### config.mk
export PLATFORM = sky130hd
export DESIGN_NAME = mux_arb_n
export DESIGN_NICKNAME = d
export VERILOG_FILES = /design/src/rtl/mux_arb_pkg.sv /design/src/rtl/rr_arbiter.sv /design/src/rtl/mux_arb_n.sv
export SDC_FILE = /design/constraint.sdc
export NUM_CORES = 1
export LEC_CHECK = 0
export CAP_MARGIN = 40
export CELL_PAD_IN_SITES_DETAIL_PLACEMENT = 0
export CELL_PAD_IN_SITES_GLOBAL_PLACEMENT = 1
export CORE_MARGIN = 10
export CORE_UTILIZATION = 29
export CTS_CLUSTER_DIAMETER = 80
export DETAILED_ROUTE_END_ITERATION = 12
export PLACE_DENSITY = 0.86
export SLEW_MARGIN = 0
export SYNTH_ARGS = -nofsm -noshare
export SYNTH_HDL_FRONTEND = slang
export SYNTH_SLANG_ARGS = --single-unit
### constraint.sdc
create_clock -name clk -period 11.7 [get_ports clk]
set_input_delay 2.34 -clock clk [delete_from_list [all_inputs] [get_ports clk]]
set_output_delay 2.34 -clock clk [all_outputs]
set_load 0.05 [all_outputs]
### src/rtl/mux_arb_pkg.sv
// Shared constants and helpers for the N-channel registered mux/arbiter.
package mux_arb_pkg;

   localparam logic MODE_DIRECT = 1'b0;
   localparam logic MODE_RR     = 1'b1;

   // Index width for n channels, never narrower than one bit
   function automatic int clog2(input int n);
      int r;
      r = 0;
      for (int v = n - 1; v > 0; v = v >> 1) r++;
      return (r < 1) ? 1 : r;
   endfunction

endpackage

### src/rtl/rr_arbiter.sv
// Combinational round-robin arbiter: rotate requests so ptr sits at bit 0,
// pick the lowest set bit, then rotate the index back.
module rr_arbiter
   import mux_arb_pkg::*;
#(
   parameter  int NUM_CH = 4,
   localparam int SEL_W  = clog2(NUM_CH)
) (
   input  logic [NUM_CH-1:0] req,
   input  logic [SEL_W-1:0]  ptr,
   output logic [SEL_W-1:0]  gnt_idx,
   output logic              gnt_any
);

   logic [NUM_CH-1:0] rot;
   logic [SEL_W-1:0]  k;
   logic [SEL_W:0]    sum;

   // Rotate, priority-encode from ptr, and unrotate the winning index
   always_comb begin
      rot     = '0;
      k       = '0;
      gnt_any = 1'b0;
      for (int i = 0; i < NUM_CH; i++) begin
         int idx;
         idx = i + int'(ptr);
         if (idx >= NUM_CH) idx = idx - NUM_CH;
         rot[i] = req[idx];
      end
      for (int i = NUM_CH - 1; i >= 0; i--) begin
         if (rot[i]) begin
            k       = SEL_W'(i);
            gnt_any = 1'b1;
         end
      end
      sum = {1'b0, ptr} + {1'b0, k};
      if (sum >= (SEL_W+1)'(NUM_CH)) sum = sum - (SEL_W+1)'(NUM_CH);
      gnt_idx = sum[SEL_W-1:0];
   end

endmodule

### src/rtl/mux_arb_n.sv
// N-channel registered mux with valid/ready handshake; channel picked
// directly by sel or by round-robin arbitration over valid inputs.
module mux_arb_n
   import mux_arb_pkg::*;
#(
   parameter  int NUM_CH = 4,
   parameter  int DATA_W = 8,
   localparam int SEL_W  = clog2(NUM_CH)
) (
   input  logic                     clk,
   input  logic                     rst_n,
   input  logic                     mode,
   input  logic [SEL_W-1:0]         sel,
   input  logic [NUM_CH-1:0]        in_valid,
   input  logic [NUM_CH*DATA_W-1:0] in_data,
   output logic [NUM_CH-1:0]        in_ready,
   output logic                     out_valid,
   output logic [DATA_W-1:0]        out_data,
   output logic [SEL_W-1:0]         out_ch,
   input  logic                     out_ready
);

   logic [SEL_W-1:0]  rr_ptr;
   logic [SEL_W-1:0]  rr_idx;
   logic              rr_any;
   logic [SEL_W-1:0]  g;
   logic              gnt_any;
   logic              load;
   logic              xfer;
   logic [DATA_W-1:0] gdata;
   logic [SEL_W-1:0]  ptr_inc;

   rr_arbiter #(.NUM_CH(NUM_CH)) u_rr (
      .req     (in_valid),
      .ptr     (rr_ptr),
      .gnt_idx (rr_idx),
      .gnt_any (rr_any)
   );

   // Grant selection; a direct sel outside the channel range matches nothing
   always_comb begin
      g       = '0;
      gnt_any = 1'b0;
      if (mode == MODE_RR) begin
         g       = rr_idx;
         gnt_any = rr_any;
      end else begin
         for (int k = 0; k < NUM_CH; k++) begin
            if (sel == SEL_W'(k) && in_valid[k]) begin
               g       = SEL_W'(k);
               gnt_any = 1'b1;
            end
         end
      end
   end

   // Ready decode and winning-data mux; reset forces ready low
   always_comb begin
      load     = ~out_valid | out_ready;
      xfer     = gnt_any & load & rst_n;
      in_ready = '0;
      gdata    = '0;
      for (int k = 0; k < NUM_CH; k++) begin
         in_ready[k] = xfer && (g == SEL_W'(k));
         if (g == SEL_W'(k)) gdata = in_data[k*DATA_W +: DATA_W];
      end
      ptr_inc = (g == SEL_W'(NUM_CH - 1)) ? '0 : g + SEL_W'(1);
   end

   // Output register and round-robin pointer
   always_ff @(posedge clk or negedge rst_n) begin
      if (!rst_n) begin
         out_valid <= 1'b0;
         out_data  <= '0;
         out_ch    <= '0;
         rr_ptr    <= '0;
      end else begin
         if (xfer) begin
            out_valid <= 1'b1;
            out_data  <= gdata;
            out_ch    <= g;
            if (mode == MODE_RR) rr_ptr <= ptr_inc;
         end else if (out_ready) begin
            out_valid <= 1'b0;
         end
      end
   end

endmodule
==> results.cfg <==
[yosys]
yosysSeqAreaShare = 0.3081
synth-main-ff-cell = dfrtp_1
synth_common_cells = 21 x a21oi_1, 13 x dfrtp_1, 10 x nor2_1
synth.area.top_cells = dfrtp_1 31%, a21oi_1 10%, ha_1 5.9%, a221oi_1 5.8%, nor2b_1 5.3%
synth_top_area_frac = 0.3081
avgSynthCellArea_um2 = 8.250
syn_inst = 128
synth_area_um2 = 1056
yosysMostFrequentCell = a21oi_1
synthArstFlopShare = 1.000
ys_warn_count = 0
synth_edf_count = 0
syn_nets = 175
synth_cell_type_count = 34
synth-seq-cells = 13
yosysTopAreaCell = dfrtp_1

[hold_path]
hp-class = reg -> reg
whs_path_depth = 1

[clock_network]
clock_latency_ns = 0.27
holdBufCountCts = 0
cts_tree = yes
cts.htree.levels = 1
clockBufferDepth = 2
ctsResizeCount = 0
root_buffer = clkbuf_4
cts.clk_slew.worst_paths_ns = 0.07
cts_sinks = 13
cts_made_buffers = 3
postCtsSetupBuffers = 0

[power]
power_density_nw_per_um2 = 241.9
leakagePower_nw = 0.6461
ir_drop_mv = 0.06440
total_power_w = 0.0004035
seqPwrFrac = 0.206
swShare = 0.5191
switchingPower_w = 0.0002095
p_int_w = 0.0001940
p_comb_frac = 0.728
power_frac_clock = 0.066

[global_route]
grt_usage = 0.1008
grt_overflow_total = 0
first_global_vias = 1117
grt_max_degree = 26
grt_pass1_wl_mm = 5.306
grt_antenna_before_repair = 0

[drt]
antenna_left = 0
drcViolationCount = 0
wl_mm = 3.477
drt-pass1-iter-count = 5
routedWlPerCell_um = 15.32
drtIter0Drc = 60
viasPerCell = 5.048
num_vias = 1146

[finish]
area_growth_pct = 57.94
num_antenna_cells = 0
drive_gt1_frac = 0.03315
nets = 229

[timing]
tns_ns = 0
worst_pin_slew_ns = 0.8617
min_period_ns = 8.377
timing.final.crit_share = 0.7160
finalSetupViolCount = 0
skew_ns = 0.001720
slew_violations = 0
rsz0062_at_grt = no
slew_headroom = 0.4237
fmax_mhz = 119.4
timing.final.hold_violations = 0

[floorplan]
start_util = 0.3092
die_h_um = 80.35
io_pins = 57
die_w_um = 80.35
dieArea_um2 = 6455
rows = 21
coreArea_um2 = 3416

[placed_design]
dp_hpwl_mm = 2.884
place.gp.congestion = 0.8708
port_buffers = 56

[setup_path]
crit_path_end_kind = output pin
required_ns = 9.36
endpoint = in_ready[3]
r2r_end = out_data[3]
r2r.worst_path.cells = 16
worstPathMaxFanout = 17
critical_path_arrival_ns = 6.04
path_class = in -> out
critPathLaunchType = primary input
timing.rr.start = rr_ptr[1]
startpoint = in_valid[2]
r2r_setup_slack_ns = 8.06

[flow_run]
drv_cap = 0

[status]
status = finished clean
## cell usage in the layout (no fill, tap or decap), types with 2 or more instances in the layout
cell type / Yosys / final
a21oi_1: 21 / 21
and2_1: 4 / 4
o21a_1: 2 / 2
clkbuf_4: 0 / 3
o21ai_0: 3 / 3
nor2b_1: 9 / 9
ha_1: 5 / 5
o31ai_1: 2 / 2
inv_1: 5 / 5
mux2i_1: 5 / 5
o211ai_1: 2 / 2
nor3_1: 7 / 7
nand2b_1: 4 / 4
clkdlybuf4s50_1: 0 / 56
nor2_1: 10 / 10
a221oi_1: 7 / 7
or2_1: 2 / 2
dfrtp_1: 13 / 13
nand2_1: 6 / 6
## per-layer routing
layer,track usage,up-vias,share of wire,wire length [µm]
li1,-,573,-,-
met1,0.1093,513,0.41,1419
met2,0.1815,57,0.47,1637
met3,0.04343,3,0.12,412
met4,0.01056,0,0.0023,8
met5,0,-,0,0
## how the worst min path moves through the flow
stage | startpoint | end
after floorplan | rr_ptr[1] | rr_ptr[1]
after global placement | out_data[0] | out_data[0]
after detailed placement | out_data[0] | out_data[0]
after CTS | out_data[0] | out_data[0]
after global routing | out_data[0] | out_data[0]
final | out_data[0] | out_data[0]
## sequential cells by signal (all words and copies together), names as in the netlist
register and count:
rr_ptr 2, out_valid 1, out_data 8, out_ch 2
## stage by stage
stage / setup WS, ns / instance area (µm²) / hold slack (ns) / instances / utilization
5_1_grt: 3.030 / 1668 / 0.5272 / 227 / 0.4883
4_1_cts: 3.345 / 1668 / 0.5100 / 227 / 0.4883
3_5_place_dp: 3.336 / 1642 / 0.4937 / 223 / 0.4806
3_3_place_gp: 3.525 / 1642 / 0.4916 / 223 / 0.4806
2_1_floorplan: 4.470 / 1056 / 0.5842 / 128 / -
6_report: 3.323 / 1668 / 0.5103 / 227 / 0.4883
## worst max-delay path, cell delays in order
cell and delay [ns]:
clkdlybuf4s50_1 0.63, nand2_1 0.09, a21oi_1 0.15, o22ai_1 0.10, o21a_1 0.19, ha_1 0.19
xnor2_1 0.26, nor2_1 0.09, a31oi_1 0.17, o31ai_1 0.12, nor2_1 0.19, ha_1 0.51
and2_1 0.20, clkdlybuf4s50_1 0.80
## power by group through the flow
stage,clock network (W),logic [W],registers [W]
CTS,0.0000278,0.000297,0.0000830
detailed placement,0,0.000297,0.0000839
floorplan,0,0.000141,0.000143
global placement,0,0.000291,0.0000823
finish,0.0000267,0.000294,0.0000831
global route,0.0000301,0.000317,0.0000859
## area by class of cell
| class | instances | area (µm²) |
|---|---|---|
| repair buffers | 56 | 560.5 |
| inverters | 5 | 18.77 |
| multi-input cells | 103 | 679.4 |
| clock buffers | 4 | 26.28 |
| fillers | 342 | 1748 |
| well taps | 46 | 57.56 |
| flip-flops and latches | 13 | 325.3 |
## logic make-up after synthesis
family | after synthesis | synth area share
multiplexers | 7 | 0.06872
flip-flops | 13 | 0.3081
AO/OA/AOI/OAI | 43 | 0.2701
buffers and inverters | 12 | 0.04858
AND/OR/NAND/NOR | 47 | 0.2370
XOR/XNOR | 1 | 0.008295
adder cells (fa/ha/maj) | 5 | 0.05924
Power figures use the tool's default switching activity.
